`config.mk`:
```
export PLATFORM = sky130hd
export DESIGN_NAME = mux_rr_arb
export DESIGN_NICKNAME = d
export VERILOG_FILES = /design/src/rtl/mux_rr_arb_pkg.sv /design/src/rtl/mux_rr_arb_rr_arbiter.sv /design/src/rtl/mux_rr_arb.sv
export SDC_FILE = /design/constraint.sdc
export NUM_CORES = 1
export LEC_CHECK = 0
export CORE_MARGIN = 4
export CORE_UTILIZATION = 40
export CTS_BUF_LIST = sky130_fd_sc_hd__clkbuf_8
export DETAILED_ROUTE_END_ITERATION = 16
export GPL_TIMING_DRIVEN = 0
export PLACE_DENSITY = 0.89
export SYNTH_ARGS = -nofsm -noshare
export SYNTH_HDL_FRONTEND = slang
export SYNTH_HIERARCHICAL = 1
export SYNTH_SLANG_ARGS = --single-unit
```
`constraint.sdc`:
```
create_clock -name clk -period 4.5 [get_ports clk]
set_input_delay 0.45 -clock clk [delete_from_list [all_inputs] [get_ports clk]]
set_output_delay 0.45 -clock clk [all_outputs]
set_load 0.01 [all_outputs]
```
`src/rtl/mux_rr_arb_pkg.sv`:
```
// Shared types and helpers for the round-robin arbitrating mux.
package mux_rr_arb_pkg;

  localparam int unsigned WIDTH_DEF = 16;
  localparam int unsigned NCH_DEF   = 4;

  typedef enum logic {
    ST_ARB  = 1'b0,
    ST_LOCK = 1'b1
  } state_e;

  function automatic int unsigned clog2(input int unsigned n);
    int unsigned r;
    r = 0;
    while ((32'd1 << r) < n) r++;
    return r;
  endfunction

endpackage

```
`src/rtl/mux_rr_arb_rr_arbiter.sv`:
```
// Combinational rotate-priority arbiter: first requester at or after ptr wins.
module rr_arbiter #(
  parameter int unsigned NCH  = 4,
  parameter int unsigned SELW = 2
) (
  input  logic [NCH-1:0]  req,
  input  logic [SELW-1:0] ptr,
  output logic [NCH-1:0]  grant,
  output logic [SELW-1:0] idx,
  output logic            any
);

  logic [2*NCH-1:0] rot;

  assign rot = {req, req} >> ptr;

  always_comb begin
    int unsigned sum;
    sum   = 0;
    idx   = '0;
    any   = 1'b0;
    grant = '0;
    for (int unsigned k = 0; k < NCH; k++) begin
      if (!any && rot[k]) begin
        any = 1'b1;
        sum = 32'(ptr) + k;
        if (sum >= NCH) sum = sum - NCH;
        idx = SELW'(sum);
      end
    end
    for (int unsigned j = 0; j < NCH; j++) begin
      grant[j] = any && (idx == SELW'(j));
    end
  end

endmodule

```
`src/rtl/mux_rr_arb.sv`:
```
// N-channel valid/ready mux with round-robin or fixed select, optional packet lock,
// and a single registered output stage.
module mux_rr_arb
  import mux_rr_arb_pkg::*;
#(
  parameter int unsigned WIDTH = WIDTH_DEF,
  parameter int unsigned NCH   = NCH_DEF,
  parameter int unsigned SELW  = clog2(NCH),
  parameter bit          PKT   = 1'b0
) (
  input  logic                 clk,
  input  logic                 reset_n,
  input  logic [NCH-1:0]       in_valid,
  input  logic [NCH*WIDTH-1:0] in_data,
  input  logic [NCH-1:0]       in_last,
  output logic [NCH-1:0]       in_ready,
  input  logic                 fix_en,
  input  logic [SELW-1:0]      fix_sel,
  output logic                 out_valid,
  output logic [WIDTH-1:0]     out_data,
  output logic [SELW-1:0]      out_ch,
  output logic                 out_last,
  input  logic                 out_ready
);

  localparam int unsigned IW = clog2(NCH * WIDTH);

  state_e          state;
  logic [SELW-1:0] rr_ptr;
  logic [SELW-1:0] lock_ch;
  logic [NCH-1:0]  req;
  logic [NCH-1:0]  grant;
  logic [SELW-1:0] idx;
  logic            any;
  logic            load_en;
  logic            xfer;
  logic            beat_last;
  logic [SELW-1:0] next_ptr;
  logic [IW-1:0]   base;

  // Mask requests down to the locked channel or the fixed channel before arbitration.
  always_comb begin
    req = '0;
    if (state == ST_LOCK) begin
      req[lock_ch] = in_valid[lock_ch];
    end else if (fix_en) begin
      if (32'(fix_sel) < NCH) req[fix_sel] = in_valid[fix_sel];
    end else begin
      req = in_valid;
    end
  end

  rr_arbiter #(.NCH(NCH), .SELW(SELW)) u_arb (
    .req   (req),
    .ptr   (rr_ptr),
    .grant (grant),
    .idx   (idx),
    .any   (any)
  );

  assign load_en   = !out_valid || out_ready;
  assign in_ready  = grant & {NCH{load_en & reset_n}};
  assign xfer      = any && load_en;
  assign beat_last = PKT ? in_last[idx] : 1'b0;
  assign next_ptr  = (idx == SELW'(NCH - 1)) ? '0 : idx + SELW'(1);
  assign base      = IW'(idx) * IW'(WIDTH);

  always_ff @(posedge clk or negedge reset_n) begin
    if (!reset_n) begin
      state     <= ST_ARB;
      rr_ptr    <= '0;
      lock_ch   <= '0;
      out_valid <= 1'b0;
      out_data  <= '0;
      out_ch    <= '0;
      out_last  <= 1'b0;
    end else begin
      if (xfer) begin
        out_valid <= 1'b1;
        out_data  <= in_data[base +: WIDTH];
        out_ch    <= idx;
        out_last  <= beat_last;
        // A packet ending in lock always advances the pointer, even under fix_en.
        if (state == ST_LOCK || !fix_en) rr_ptr <= next_ptr;
        if (PKT) begin
          if (state == ST_ARB && !beat_last) begin
            state   <= ST_LOCK;
            lock_ch <= idx;
          end else if (state == ST_LOCK && beat_last) begin
            state <= ST_ARB;
          end
        end
      end else if (load_en) begin
        out_valid <= 1'b0;
      end
    end
  end

endmodule
```
==> impl_results.md <==
- Total number of yosys warnings: 12
- Root Driver: clkbuf_8
- Post-Route Skew: between 0.001 and 0.0015 ns
- CTS Sinks: 21
- Via/cell ratio: ~5.2
- Post-DP HPWL: 3.35 mm
- Initial drt markers: between 40 and 50
- CP Launch Type: input port
- Final ANT Viol Nets: 0
- Reg2reg start: rr_ptr[1]
- Post-synth EDFFs: 0
- WHS Path Cells: 1
- Final Non-Filler Cells: ~260
- Die X: about 70 µm
- Post-Place Cells: roughly 260
- Avg Inst Size Synth: between 10 and 15 µm²
- Tcrit/Tclk final: between 60% and 70%
- Critical R2R Capture: out_data[14]
- Largest net degree at the start of global routing: 26
- Placement Setup Slack: approximately 1.1 ns
- Antenna cells: 0
- Slew Limit Fails: 0
- Fill count: around 250
- CTS tree: built
- Most frequent cells after synthesis: dfrtp_1, mux2_2, mux4_1, mux4_2, nor2_1
- Setup TNS: 0 ns
- First-pass GRT wire length: around 6.6 mm
- Hold-critical path endpoint: out_ch[0]
- CTS Buf Count: 3
- Post-CTS Setup Bufs: 0
- Htree depth: 1
- Crit path max fanout: 10
- Initial antenna violation count: 0
- Final min period: 3.15 ns
- Area leader, netlist: dfrtp_1
- Yosys cell types: 29
- DRC Markers: 0
- Worst-margin pin slew: 1.03 ns
- Hold path startpoint: out_ch[0]
- Area of the multi-input gates: 895 µm²
- R2r setup slk: 2.04 ns
- Pwr dens: 389 nW/µm²
- RSZ-0062 raised after global routing: false
- Total wire length: 4.07 mm
- Clock slew at reported path FFs: about 0.08 ns
- F_max: approximately 320 MHz
- Sequential Area: between 500 and 600 µm²
- Worst Path Arrival: between 3 and 4 ns
- Setup violation total in the final timing report: 0
- Worst slew margin: between 30% and 40%
- FF+latch count, synth: 21
- Core ar.: about 3700 µm²
- Post-CTS Resized: 0
- Peak supply drop: between 0.2 and 0.25 mV
- IO buf count: 96
- Die ar.: about 4900 µm²
- Synth async-reset ratio: 100%
- Pre-antenna DRT Iters: 4
- Overall Power: roughly 1.0 mW
- Share of layout cells above drive strength 1: about a fifth
- Nets: roughly 300
- Hold_buf cts: 0
- CP Data Required Time: about 4.7 ns
- Placer Congestion: 0.744
- Crit path kind: in -> reg
- Run status: finished clean
- Top FF cell, synth: dfrtp_1
- Most numerous cell in the Yosys netlist: dfrtp_1
- Area delta synth->final: 70.1%
- Synth Instances: 115
- Seq/Total Area, Yosys: 34.5%
- Worst r2r path cells: 8
- Ranking of synthesized cells by area: dfrtp_1, mux2_2, mux4_1
- Mapped cell area: around 1500 µm²
- Hold Violations, Final: 0
- Hold crit path type: reg -> reg
- Number of global-route vias before repair: 1409
- CP Capture Type: flip-flop
- I/O pin total: roughly 100
- Static Leak: 1.04 nW
- Setup ws final: 1.35 ns
- GR Overflow Total: 0
- Row count: 22
- Area share of the largest cell type after synthesis: 34.5%
- Skew-Pair Late Insertion Delay: about 0.26 ns
- GRT Total Usage: between 10% and 20%
- WL/cell: about 15 µm
- CTS Buffer Depth: 2
- Fin util: between 70% and 80%
- Die Y: 69.7 µm
- Syn nets: approximately 190
- Via count: around 1400
- # Max-Cap Violations: 0
- Starting density of the core: 41.6%
## layer usage
layer / part of all wire (%) / global-route usage, % / wire length (µm) / up-vias
met1: 36 / 18.1 / 1460 / 654
met2: 52 / 30.8 / 2130 / 63
met4: 0.59 / 3.19 / 24 / 0
li1: - / - / - / 644
met3: 11 / 7.25 / 451 / 2
met5: 0 / 0 / 0 / -
## logic make-up (layout without fill, tap and decap cells)
group / after synthesis / count (layout) / synth area share (%)
mux: 37 / 37 / 41.1
compound gates: 20 / 20 / 9.29
buf+inv: 14 / 114 / 6.66
other cells: 1 / 1 / 0.246
simple gates: 21 / 21 / 7.32
fa+ha+maj: 1 / 1 / 0.822
flops: 21 / 21 / 34.5
## layout make-up
cell class              count  area share (%)
clock buffers               3            1.59
inverters                   3           0.435
clock inverters             1           0.193
repair buffers             96            37.1
well taps                  48            2.32
plain buffers              11            3.48
multi-input cells          80            34.6
flip-flops and latches     21            20.3
## worst max path at each step
stage / startpoint / slack, ns / endpoint
2_1_floorplan: fix_sel[1] / 1.92 / out_data[0]
3_3_place_gp: fix_sel[1] / 1.12 / out_data[1]
3_5_place_dp: fix_sel[1] / 1.07 / out_data[14]
4_1_cts: fix_sel[1] / 1.34 / out_data[14]
5_1_grt: fix_sel[1] / 1.09 / out_data[14]
6_report: fix_sel[1] / 1.35 / out_data[14]
## state kept, by name, summed over array words and instances (netlist names)
register	cells
rr_ptr	2
out_ch	2
out_data	16
out_valid	1
## placed cells by master, fill, tap and decap left out, drive strengths merged, types with 2 or more instances in the layout
cell           instances
dfrtp                 21
o221a                  2
mux4                  16
a21boi                 4
mux2                  20
nand2                  3
a21oi                  5
clkbuf                 5
nand2b                 5
and3                   4
buf                    9
o21ai                  4
nor2                   6
inv                    3
and2                   2
clkdlybuf4s50         96
## worst max-delay path, stage by stage
cell	delay (ns)
clkdlybuf4s50_1	0.51
nand2_1	0.06
a21boi_0	0.49
inv_1	0.15
a311oi_1	0.44
buf_6	0.23
buf_12	0.16
mux4_2	0.51
mux2_2	0.28
## through the flow
step	cell area, µm²	hold WS [ns]
floorplan	1520	0.154
global placement	2540	0.486
detailed placement	2540	0.493
CTS	2590	0.512
global route	2590	0.531
finish	2590	0.509
## power breakdown
group | total [mW] | internal (mW) | switching, mW
clock network | 0.125 | 0.0616 | 0.0633
logic | 0.567 | 0.363 | 0.203
registers | 0.314 | 0.266 | 0.0482
(Power assumes the default switching activity.)
